===== src/rtl/rr_hold_arbiter.sv =====
// Four-way round-robin arbiter with a bounded hold time per owner.
// An owner is pre-empted after MAX_HOLD consecutive cycles, but only when another requester is waiting.
module rr_hold_arbiter #(
    parameter int MAX_HOLD = 8
) (
    input  logic       clk,
    input  logic       rst,
    input  logic [3:0] req,
    output logic [3:0] grant,
    output logic [1:0] grant_id,
    output logic       busy,
    output logic       expire
);

    localparam int HW = $clog2(MAX_HOLD + 1);
    localparam logic [HW-1:0] HOLD_MAX = HW'(MAX_HOLD);
    localparam logic [HW-1:0] HOLD_ONE = HW'(1);

    typedef enum logic {IDLE, OWNED} state_t;

    state_t        state_q;
    logic [1:0]    ptr_q;
    logic [HW-1:0] hold_q;
    logic [3:0]    grant_q;
    logic [1:0]    gid_q;
    logic          busy_q;
    logic          expire_q;

    logic [3:0]    others;
    logic [1:0]    win_idle;
    logic [1:0]    win_own;

    // First set bit of r, scanning upward from start and wrapping modulo 4.
    function automatic logic [1:0] pick(input logic [3:0] r, input logic [1:0] start);
        logic [1:0] idx;
        pick = start;
        for (int k = 3; k >= 0; k--) begin
            idx = start + 2'(k);
            if (r[idx]) pick = idx;
        end
    endfunction

    assign others   = req & ~grant_q;
    assign win_idle = pick(req, ptr_q);
    assign win_own  = pick(others, gid_q + 2'd1);

    always_ff @(posedge clk or negedge rst) begin
        if (!rst) begin
            state_q  <= IDLE;
            ptr_q    <= 2'd0;
            hold_q   <= '0;
            grant_q  <= 4'b0000;
            gid_q    <= 2'd0;
            busy_q   <= 1'b0;
            expire_q <= 1'b0;
        end else begin
            expire_q <= 1'b0;
            case (state_q)
                IDLE: begin
                    if (|req) begin
                        state_q <= OWNED;
                        grant_q <= 4'b0001 << win_idle;
                        gid_q   <= win_idle;
                        busy_q  <= 1'b1;
                        ptr_q   <= win_idle + 2'd1;
                        hold_q  <= HOLD_ONE;
                    end
                end
                OWNED: begin
                    if (!req[gid_q]) begin
                        if (|others) begin
                            // Direct hand-off: no idle bubble between owners.
                            grant_q <= 4'b0001 << win_own;
                            gid_q   <= win_own;
                            ptr_q   <= win_own + 2'd1;
                            hold_q  <= HOLD_ONE;
                        end else begin
                            state_q <= IDLE;
                            grant_q <= 4'b0000;
                            gid_q   <= 2'd0;
                            busy_q  <= 1'b0;
                            hold_q  <= '0;
                        end
                    end else if (hold_q == HOLD_MAX && (|others)) begin
                        grant_q  <= 4'b0001 << win_own;
                        gid_q    <= win_own;
                        ptr_q    <= win_own + 2'd1;
                        hold_q   <= HOLD_ONE;
                        expire_q <= 1'b1;
                    end else if (hold_q != HOLD_MAX) begin
                        hold_q <= hold_q + HOLD_ONE;
                    end
                end
                default: state_q <= IDLE;
            endcase
        end
    end

    assign grant    = grant_q;
    assign grant_id = gid_q;
    assign busy     = busy_q;
    assign expire   = expire_q;

endmodule


===== config.mk =====
export PLATFORM = sky130hd
export DESIGN_NAME = rr_hold_arbiter
export DESIGN_NICKNAME = d
export VERILOG_FILES = /design/src/rtl/rr_hold_arbiter.sv
export SDC_FILE = /design/constraint.sdc
export NUM_CORES = 1
export LEC_CHECK = 0
export CORE_MARGIN = 2
export CORE_UTILIZATION = 39
export CTS_BUF_LIST = sky130_fd_sc_hd__clkbuf_8
export CTS_CLUSTER_DIAMETER = 40
export DETAILED_ROUTE_END_ITERATION = 8
export PLACE_DENSITY = 0.65
export RECOVER_POWER = 50
export SETUP_SLACK_MARGIN = 0.5
export SLEW_MARGIN = 5
export SYNTH_ARGS = -nofsm -noshare
export SYNTH_HDL_FRONTEND = slang
export SYNTH_SLANG_ARGS = --single-unit

===== constraint.sdc =====
create_clock -name clk -period 3.3 [get_ports clk]
set_clock_uncertainty 0.1 [all_clocks]
set_input_delay 0.495 -clock clk [delete_from_list [all_inputs] [get_ports clk]]
set_output_delay 0.495 -clock clk [all_outputs]
set_load 0.1 [all_outputs]

## Word-level counts from Yosys, hierarchy flattened

Index checks and enable logic that the tools add are counted.

| word-level totals | value |
|---|---|
| input bits | 6 |
| output and inout bits | 8 |
| register bits after elaboration | 15 |

| operators by class | value |
|---|---|
| reduce and logical (&&, ||, !) cells | 7 |
| equal/unequal tests | 8 |
| add/subtract/negate cells | 10 |
| multiplexer cells | 58 |
| magnitude comparators | 9 |
| bitwise gates (word level) | 3 |
| shift-type cells | 2 |

Operator list:

| kind | count |
|---|---|
| $mux 2 | 16 |
| $mux 4 | 8 |
| $lt 2x3->1 const B | 9 |
| $mux 1 | 19 |
| $bmux 1 s2 | 9 |
| $pmux 4 s2 | 2 |
| $add 2x1->2 const B | 5 |
| $add 2x2->2 const B | 4 |
| $pmux 2 s2 | 2 |
| $reduce_or 4->1 | 2 |
| $shl 1x2->4 const A | 2 |
| $ne 2x2->1 const B | 3 |
| $reduce_and 3->1 | 2 |
| $add 4x1->4 const B | 1 |
| $and 4x4->4 | 1 |
| $eq 4x4->1 const B | 1 |
| $ne 4x2->1 const B | 1 |
| $ne 4x4->1 const B | 1 |
| $not 4->4 | 1 |
| $pmux 1 s2 | 2 |
| $reduce_and 2->1 | 2 |
| $ne 3x1->1 const B | 1 |
| $ne 3x2->1 const B | 1 |
| $logic_and 1x1->1 | 1 |
| $not 1->1 | 1 |

## Depth between registers and ports, before layout

Gate-level depths: netlist of run 1.

| logic depth | value |
|---|---|
| depth after elaboration | 12 |
| depth in mapped cells | 8 |

## Least setup slack after synthesis of run 1

No wires, ideal clock.

| timing | value |
|---|---|
| kind | flip-flop to flip-flop |
| from | register grant_q[0] (netlist: grant[0]) |
| to | register hold_q[3] |
| cell stages (with the launch flop) | 7 |
| library setup time | 0.134 ns |
| path slack | 0.655 ns |
| arrival | 2.411 ns |
| clock period less this slack | 2.645 ns |
| cells stage by stage | dfrtp_1 > and2b_1 > or4b_4 > o32a_4 > nand4_2 > xor2_1 > nor2_1 |

| on the way | value |
|---|---|
| cells in the longest elaborated chain, start to end | 7 |
| elaborated cells between the ends (all ways) | 9 |

RTL lines:

| what | RTL line | source |
|---|---|---|
| start: declaration | 24 | `logic [3:0] grant_q;` |
| start signal: assignment | 62 | `grant_q <= 4'b0001 << win_idle;` |
| start signal: assignment | 73 | `grant_q <= 4'b0001 << win_own;` |
| start signal: assignment | 85 | `grant_q <= 4'b0001 << win_own;` |
| $not 4->4 * | 43 | `assign others = req & ~grant_q;` |
| $and 4x4->4 * | 43 |  |
| $reduce_or 4->1 * | 84 | `end else if (hold_q == HOLD_MAX && (\|others)) begin` |
| $logic_and 1x1->1 * | 84 |  |
| $mux 4 | 84 |  |
| $mux 4 | 70 | `if (!req[gid_q]) begin` |
| $pmux 4 s2 | 58 | `case (state_q)` |
| end signal: assignment | 91 | `hold_q <= hold_q + HOLD_ONE;` |
| end: declaration | 23 | `logic [HW-1:0] hold_q;` |

Mark *: on every way between the ends. The rest lies on a longest branch, timed or not.
A chain may end at the register's enable or synchronous reset.

## Worst setup path after layout of run 1

| timing | value |
|---|---|
| from | input req[3] |
| to | register hold_q[2] |

| on the way | value |
|---|---|
| cells in the longest elaborated chain, start to end | 6 |
| elaborated cells between the ends (all ways) | 12 |

RTL lines:

| what | RTL line | source |
|---|---|---|
| start: declaration | 8 | `input logic [3:0] req,` |
| $and 4x4->4 | 43 |  |
| $reduce_or 4->1 | 84 |  |
| $logic_and 1x1->1 | 84 |  |
| $mux 4 | 84 |  |
| $mux 4 | 70 |  |
| $pmux 4 s2 | 58 |  |

Several ways; a longest one is shown, not always the timed one. The select of a mux whose other input is x is not followed.

==> results of run 1 <==
## final cells by class
cell class	instances	share of cell area (%)
multi-input combinational	81	50.2
inverter	5	1.63
clock buffer	3	3.58
timing repair buffer	13	8.47
clock inverter	1	0.326
tap	30	3.26
sequential	15	32.6
## metrics by stage
stage	hold WS [ns]	setup slack, ns	utilization [%]	area [µm²]	std cells
final	0.448	0.752	47.4	1150	148
after global routing	0.497	0.665	47.4	1150	148
after CTS	0.450	0.758	48.0	1170	148
after detailed placement	0.434	0.512	46.1	1120	144
after global placement	0.435	0.541	46.1	1120	144
after floorplan	0.0994	0.655	-	985	104
## logic make-up after synthesis
logic type | after synthesis | synth area share [%]
DFF | 15 | 38.1
and+or+nand+nor | 39 | 23.9
muxes | 3 | 4.45
buffers and inverters | 8 | 3.18
AOI/OAI and AO/OA | 33 | 24.3
adders and majority gates | 2 | 2.54
xor gates and xnor gates | 4 | 3.56
## worst register-to-register path, cell delays in order, from the launching register on
cell and delay (ns):
dfrtp_1 0.38, and2b_1 0.26, or4b_4 0.55, o32a_4 0.43, nand2_1 0.10, xor2_1 0.16, nor2_1 0.05
## flip-flops by register name, indices dropped and copies added, names as in the netlist
signal and flops:
state_q 1, hold_q 4, grant_id 2, ptr_q 2, grant 4, expire 1, busy 1
## worst min path at each step
| stage | slack (ns) | cells after the start | end | from |
|---|---|---|---|---|
| 2_1_floorplan | 0.1 | 0 | busy$_DFFE_PN0P_ | rst |
| 3_3_place_gp | 0.44 | 2 | hold_q[3]$_DFFE_PN0P_ | hold_q[3]$_DFFE_PN0P_ |
| 3_5_place_dp | 0.43 | 2 | hold_q[3]$_DFFE_PN0P_ | hold_q[3]$_DFFE_PN0P_ |
| 4_1_cts | 0.45 | 2 | hold_q[3]$_DFFE_PN0P_ | hold_q[3]$_DFFE_PN0P_ |
| 5_1_grt | 0.50 | 1 | grant[1]$_DFFE_PN0P_ | grant[1]$_DFFE_PN0P_ |
| 6_report | 0.45 | 2 | grant[0]$_DFFE_PN0P_ | grant[0]$_DFFE_PN0P_ |
## layout by cell type (no fill, tap or decap), drive strengths merged, types with 2 or more instances in the layout
cell / netlist / layout
dfrtp: 15 / 15
nor2: 9 / 9
nand2: 8 / 8
o21ai: 8 / 8
clkbuf: 2 / 7
inv: 5 / 6
a21oi: 6 / 6
clkdlybuf4s50: 0 / 5
nor2b: 5 / 5
nand2b: 4 / 4
o22ai: 4 / 4
nor3: 3 / 3
buf: 1 / 3
a221oi: 2 / 2
a21o: 2 / 2
xnor2: 2 / 2
xor2: 2 / 2
a22o: 2 / 2
ha: 2 / 2
## metal layers
layer / up-vias / routed length (µm) / global-route usage, %
met2: 14 / 1040 / 27.7
met1: 415 / 1100 / 23.5
li1: 413 / - / -
met4: 0 / 31 / 6.67
met5: - / 0 / 0
met3: 4 / 53 / 1.91
==> impl_metrics.py, run 1 <==
metrics = {
    "run_status": {
        "status": "finished clean",
    },
    "global_route": {
        "grt_usage_pct": 17.2,
        "antenna_found_initial": 0,
        "grt_overflow": 0,
        "grt_pass1_vias": 801,
        "grt_pass1_wl_um": 3710,
        "grt_max_degree": 16,
    },
    "logic_synthesis": {
        "synth_cell_type_count": 42,
        "synthArstFlopShare_pct": 100,
        "avgSynthCellArea_um2": 9.47,
        "synth_fp_nets": 112,
        "synth-edff-count": 0,
        "ys_seq_area_share_pct": 38.1,
        "synthCells": 104,
        "ys_top_cells_by_area": "dfrtp_1, o21ai_0, nor2_1",
        "synthMostInstantiatedCell": "dfrtp_1",
        "synth_flop_cell": "dfrtp_1",
        "ys_ff_latch": 15,
        "netlist_area_um2": 985,
        "ys_top_cells_by_count": "dfrtp_1, nor2_1, nand2_1, o21ai_0",
        "yosysWarnings": 0,
        "synth.top_cell.area_share_pct": 38.1,
        "yosysTopAreaCell": "dfrtp_1",
    },
    "job": {
        "maxCapViolations": 0,
    },
    "critical_path": {
        "startpoint": "req[3]",
        "crit_path_start_kind": "input pin",
        "endpoint": "hold_q[2]$_DFFE_PN0P_",
        "cp_max_fo": 9,
        "critical_path.top_delay_family": "simple AND/OR/NAND/NOR gates",
        "cp_cell_sequence": "clkdlybuf4s50_1 -> nor2b_4 -> or4b_4 -> o32a_4 -> nand2_1 -> xor2_1 -> nor2_1",
        "end_kind": "register",
        "r2r-end": "hold_q[2]$_DFFE_PN0P_",
        "required_ns": 3.31,
        "cp_num_buf_inv": 1,
        "crit_type": "in -> reg",
        "critPathSlowestCell": "or4b_4",
        "crit_arrival_ns": 2.56,
        "cp_num_cells": 7,
        "regToRegStartpoint": "grant[0]$_DFFE_PN0P_",
        "slowest_delay_ns": 0.56,
        "rr_worst_depth": 6,
        "worst-r2r-setup-slack_ns": 1.14,
    },
    "cts": {
        "clock_path_buffers": 2,
        "cts-root-buf": "clkbuf_8",
        "clock_latency_ns": 0.24,
        "cts.reportedPaths.clkPinSlew_ns": 0.06,
        "numCtsBuffers": 3,
        "cts_hold_buf": 0,
        "cts_sinks": 15,
        "cts_resized": 0,
        "tritoncts": "done",
        "cts_max_level": 1,
        "post_cts_buffers": 0,
    },
    "placed_design": {
        "hpwl_um": 1740,
        "io_buffers": 13,
        "routabilityCongestion": 0.828,
    },
    "timing": {
        "final-hold-violation-count": 0,
        "clock.fmax_mhz": 393,
        "period_share_pct": 77.2,
        "worst_slew_pin_slew_ns": 1.16,
        "finalCriticalPeriod_ns": 2.55,
        "tns_ns": 0,
        "setup_viol": 0,
        "rsz0062_at_grt": "false",
        "slew_violations": 0,
        "relSlewSlack_pct": 22.7,
    },
    "cells_and_area": {
        "multi_input_area_um2": 578,
        "nNetsFinal": 127,
        "seq_area_um2": 375,
        "antenna_cells": 0,
        "drive_gt1_share_pct": 13.6,
        "fillers": 256,
        "areaGrowthSynthToFinish_pct": 17.0,
    },
    "detailed_routing": {
        "wl_per_cell_um": 15.0,
        "dr.pass1.iters": 4,
        "routed_wl_um": 2230,
        "via_per_inst": 5.72,
        "vias": 846,
        "antenna_left": 0,
        "drt_iter0_markers": 18,
        "drc": 0,
    },
    "floorplanning": {
        "rows": 18,
        "start_util_pct": 40.5,
        "ioPinCount": 14,
        "dieHeight_um": 54.2,
        "die_width_um": 54.2,
        "core-area_mm2": 0.00243,
        "die_area_mm2": 0.00294,
    },
    "worst_hold_path": {
        "hp-class": "reg -> reg",
    },
}
Power of run 1 is not shown: default switching activity piles up to over one toggle a cycle in this logic, so the estimate is an artifact.
==> run 2, diff against run 1 <==
- PLACE_DENSITY: 0.65 -> 0.68
- clock period: 3.3 -> 2.2 ns (I/O delays scaled with it)
==> run 2 against run 1 <==
- non-clock buffer count rose by 28
- cell area increased by 34%
- first-iteration DRC count rose by 22%
- global-route usage increased by 3.0 points
- via count up 16%
- core utilization rose by 16 points
- wire length up 26%
- count of clock-buffer cells in the layout unchanged
==> impl_metrics.py, run 2 (synthesized netlist as in run 1, its figures left out) <==
metrics = {
    "cells_and_area": {
        "fillers": 187,
        "final_cell_mix": "buf_4, dfrtp_1, nor2_1",
        "antenna_cells": 0,
        "nNetsFinal": 155,
        "areaGrowthSynthToFinish_pct": 56.4,
        "final_common_cell": "buf_4",
        "drive_gt1_share_pct": 52.1,
        "layoutNonFillerInstCount": 176,
    },
    "timing": {
        "worst_slew_pin_slew_ns": 1.16,
        "finalCriticalPeriod_ns": 2.09,
        "hold_ws_ns": 0.463,
        "setup_viol": 0,
        "period_share_pct": 95.1,
        "tns_ns": 0,
        "slew_violations": 0,
        "final-hold-violation-count": 0,
        "relSlewSlack_pct": 22.8,
        "rsz0062_at_grt": "true",
        "clock.fmax_mhz": 478,
        "fin_ws_ns": 0.108,
    },
    "pwr": {
        "p_leak_uw": 0.000678,
        "ir_drop_mv": 1.03,
        "pwr_density_cell_mw_per_mm2": 1630,
    },
    "placed_design": {
        "routabilityCongestion": 0.811,
        "place_inst": 164,
        "hpwl_um": 1840,
        "io_buffers": 13,
        "dp_slack_ns": -0.265,
    },
    "global_route": {
        "grt_usage_pct": 20.1,
        "grt_pass1_vias": 911,
        "grt_pass1_wl_um": 4210,
        "grt_max_degree": 16,
        "antenna_found_initial": 0,
        "grt_overflow": 0,
    },
    "job": {
        "maxCapViolations": 0,
    },
    "detailed_routing": {
        "vias": 981,
        "wl_per_cell_um": 15.9,
        "routed_wl_um": 2790,
        "drc": 0,
        "via_per_inst": 5.57,
        "drt_iter0_markers": 22,
        "dr.pass1.iters": 4,
        "antenna_left": 0,
    },
    "cts": {
        "clock_path_buffers": 2,
        "numCtsBuffers": 3,
        "cts_max_level": 1,
        "cts-root-buf": "clkbuf_8",
        "clock_latency_ns": 0.25,
        "cts.reportedPaths.clkPinSlew_ns": 0.06,
        "tritoncts": "done",
        "cts_sinks": 15,
    },
    "critical_path": {
        "rr_worst_depth": 6,
        "cp_max_fo": 4,
        "crit_arrival_ns": 2.13,
        "critical_path.top_delay_family": "simple AND/OR/NAND/NOR gates",
        "required_ns": 2.23,
        "cp_cell_sequence": "and2b_2 -> or4b_4 -> o32a_4 -> nand4_4 -> xor2_1 -> nor2_1",
        "critPathSlowestCell": "or4b_4",
        "cp_num_buf_inv": 0,
        "cp_num_cells": 6,
        "slowest_delay_ns": 0.57,
        "crit_type": "reg -> reg",
        "crit_path_start_kind": "register",
        "end_kind": "register",
    },
    "floorplanning": {
        "core-area_mm2": 0.00243,
        "die_width_um": 54.2,
        "ioPinCount": 14,
        "start_util_pct": 40.5,
        "dieHeight_um": 54.2,
        "die_area_mm2": 0.00294,
        "rows": 18,
    },
    "worst_hold_path": {
        "hp-class": "in -> async",
    },
    "run_status": {
        "status": "finished clean",
    },
}
run 2: changes by cell type in the layout (fill, tap and decap cells not counted), sizes merged:
cell and delta:
dlygate4sd2 +3, buf +29, inv -1, clkdlybuf4s50 -5
clkinv +1, clkdlybuf4s15 +1
run 2: final cells by class:
| type | instances | area [µm²] | share of cell area (%) |
|---|---|---|---|
| clock buffer | 3 | 41.3 | 2.68 |
| clock inverter | 1 | 5.00 | 0.325 |
| inverter | 5 | 18.8 | 1.22 |
| multi-input combinational | 81 | 716 | 46.5 |
| sequential | 15 | 393 | 25.5 |
| tap | 30 | 37.5 | 2.44 |
| timing repair buffer | 41 | 329 | 21.4 |
run 2: routing by layer:
metal / share of wire, % / GRT usage (%)
met1: 45 / 25.9
met2: 49 / 32.5
met3: 4.5 / 4.64
met4: 1.5 / 7.92
met5: 0 / 0
run 2: where the power goes:
part	switching, µW	internal, µW
sequential	143	412
combinational	1030	705
clock	102	126
run 2: worst paths after layout:
check	startpoint	to	slack (ns)
worst max-delay path	grant[0]$_DFFE_PN0P_	hold_q[3]$_DFFE_PN0P_	0.11
worst min register to register	busy$_DFFE_PN0P_	busy$_DFFE_PN0P_	0.47
worst max register to register	grant[0]$_DFFE_PN0P_	hold_q[3]$_DFFE_PN0P_	0.11
worst min-delay path	rst	busy$_DFFE_PN0P_	0.46
min in group clk	busy$_DFFE_PN0P_	busy$_DFFE_PN0P_	0.47
max in group asynchronous	rst	grant[1]$_DFFE_PN0P_	1.03
run 2: per-stage QoR:
stage	power (µW)	area [µm²]	util, %
floorplan	1580	1030	-
finish	2520	1540	63.3
global route	2660	1540	63.3
detailed placement	1940	1300	53.5
global placement	1910	1300	53.5
CTS	2400	1490	61.1
run 2: what timing repair did:
item | 4_1_cts | 5_1_grt
setup buffers | 6 | 2
hold buffers | 0 | 0
endpoints found under the setup margin | 15 | 15
pin swaps | 18 | 6
endpoints found under the hold margin | 0 | 0
resized for setup | 28 | 13
No activity file was read; power rests on OpenSTA's default activity.
==> run 3, diff against run 2 <==
- CORE_MARGIN: 2 -> 1
==> run 3 against run 2 <==
- flip-flop and latch count unchanged
- sequential power is essentially flat
- die area down 7.2%
- total power fell by 5.4%
- combinational power fell by 8%
- worst setup slack gained 0.088 ns
- highest routed layer unchanged
- first-iteration DRC count rose by 23%
- sequential share of layout area rose by 1.7 points
- critical endpoint unchanged
- largest cell class unchanged
- via count fell by 1.5%
==> impl_metrics.py, run 3 (synthesized netlist as in run 1, its figures left out) <==
metrics = {
    "run_status": {
        "status": "finished clean",
    },
    "timing": {
        "worst_slew_pin_slew_ns": 1.17,
        "fin_ws_ns": 0.196,
        "rsz0062_at_grt": "true",
        "setup_viol": 0,
        "finalCriticalPeriod_ns": 2.00,
        "hold_ws_ns": 0.340,
        "final-hold-violation-count": 0,
        "relSlewSlack_pct": 22.2,
        "period_share_pct": 91.1,
        "clock.fmax_mhz": 499,
        "slew_violations": 0,
    },
    "job": {
        "maxCapViolations": 0,
    },
    "cells_and_area": {
        "stdcell_area_mm2": 0.00144,
        "final_cell_mix": "buf_4, dfrtp_1, nor2_1",
        "nNetsFinal": 150,
        "areaGrowthSynthToFinish_pct": 46.6,
        "multi_input_area_um2": 674,
        "drive_gt1_share_pct": 44.7,
        "antenna_cells": 0,
        "seq_area_um2": 393,
        "final_common_cell": "buf_4",
        "fillers": 190,
    },
    "worst_hold_path": {
        "hp-class": "in -> async",
    },
    "floorplanning": {
        "ioPinCount": 14,
        "die_area_mm2": 0.00273,
        "die_width_um": 52.2,
        "start_util_pct": 42.9,
        "rows": 17,
        "core-area_mm2": 0.00230,
        "dieHeight_um": 52.2,
    },
    "cts": {
        "cts_max_level": 1,
        "cts_sinks": 15,
        "clock_path_buffers": 2,
        "numCtsBuffers": 3,
        "clock_latency_ns": 0.25,
        "cts-root-buf": "clkbuf_8",
        "cts.reportedPaths.clkPinSlew_ns": 0.07,
        "tritoncts": "done",
    },
    "global_route": {
        "grt_max_degree": 14,
        "grt_usage_pct": 23.3,
        "grt_pass1_wl_um": 4500,
        "grt_pass1_vias": 954,
        "antenna_found_initial": 0,
        "grt_overflow": 0,
    },
    "pwr": {
        "ir_drop_mv": 1.23,
        "finalPower_uw": 2380,
        "pwr_density_cell_mw_per_mm2": 1650,
        "p_leak_uw": 0.000637,
    },
    "critical_path": {
        "worst-r2r-setup-slack_ns": 0.20,
        "critPathSlowestCell": "or4b_4",
        "critical_path.top_delay_family": "simple AND/OR/NAND/NOR gates",
        "crit_type": "reg -> reg",
        "cp_cell_sequence": "and2b_2 -> or4b_4 -> o32a_4 -> nand4_2 -> xor2_1 -> nor2_1",
        "required_ns": 2.23,
        "end_kind": "register",
        "crit_path_start_kind": "register",
        "cp_num_buf_inv": 0,
        "slowest_delay_ns": 0.51,
        "cp_max_fo": 4,
        "crit_arrival_ns": 2.04,
    },
    "detailed_routing": {
        "wl_per_cell_um": 16.3,
        "vias": 966,
        "via_per_inst": 5.72,
        "drc": 0,
        "antenna_left": 0,
        "routed_wl_um": 2760,
        "dr.pass1.iters": 4,
        "drt_iter0_markers": 27,
    },
    "placed_design": {
        "routabilityCongestion": 0.793,
        "io_buffers": 13,
        "placed_area_mm2": 0.00128,
        "hpwl_um": 1890,
        "dp_slack_ns": -0.254,
    },
}
## run 3: worst reg2reg max path: cells and delay by family, from the launching register on
family / cells / cell delay (ns)
and+or+nand+nor: 4 / 0.88
DFF: 1 / 0.40
xor gates and xnor gates: 1 / 0.14
AOI/OAI and AO/OA: 1 / 0.35
## run 3: routing by layer
metal / share of wire [%] / GRT usage, % / up-vias
met5: 0 / 0 / -
met3: 6.3 / 5.80 / 4
met4: 0.65 / 3.51 / 0
met2: 47 / 38.2 / 35
met1: 46 / 31.4 / 466
li1: - / - / 461
## run 3: timing repair
action,CTS,global route
setup endpoints to repair,15,15
gates resized for setup,27,2
setup buffers,4,1
hold buffers,0,0
pin swaps,13,4
## run 3: report_power, final
group	leakage, µW	total [µW]	internal (µW)	switching, µW
registers	0.000178	552	412	140
logic	0.000434	1600	626	969
clock network	0.0000255	234	126	109
total	0.000637	2380	1160	1220
## run 3: final timing paths
kind | start | endpoint | cells after the start
min | rst | grant[3]$_DFFE_PN0P_ | 1
max in group asynchronous | rst | state_q$_DFF_PN0_ | 2
max reg2reg | grant[0]$_DFFE_PN0P_ | hold_q[3]$_DFFE_PN0P_ | 6
max | grant[0]$_DFFE_PN0P_ | hold_q[3]$_DFFE_PN0P_ | 6
min in group clk | hold_q[3]$_DFFE_PN0P_ | hold_q[3]$_DFFE_PN0P_ | 2
min reg2reg | hold_q[3]$_DFFE_PN0P_ | hold_q[3]$_DFFE_PN0P_ | 2
## run 3: layout make-up
cell class,instances,area share (%)
Tap cell,28,2.43
Clock inverter,1,0.347
Multi-Input combinational cell,81,46.7
Sequential cell,15,27.2
Clock buffer,3,2.86
Timing Repair Buffer,36,19.2
Inverter,5,1.30
## run 3: per-stage QoR
step | TNS, ns | cells | utilization (%)
after floorplan | -0.237 | 104 | -
after global placement | -1.86 | 160 | 55.9
after detailed placement | -2.18 | 160 | 55.9
after CTS | 0 | 168 | 63.0
after global routing | 0 | 169 | 62.9
final | 0 | 169 | 62.9
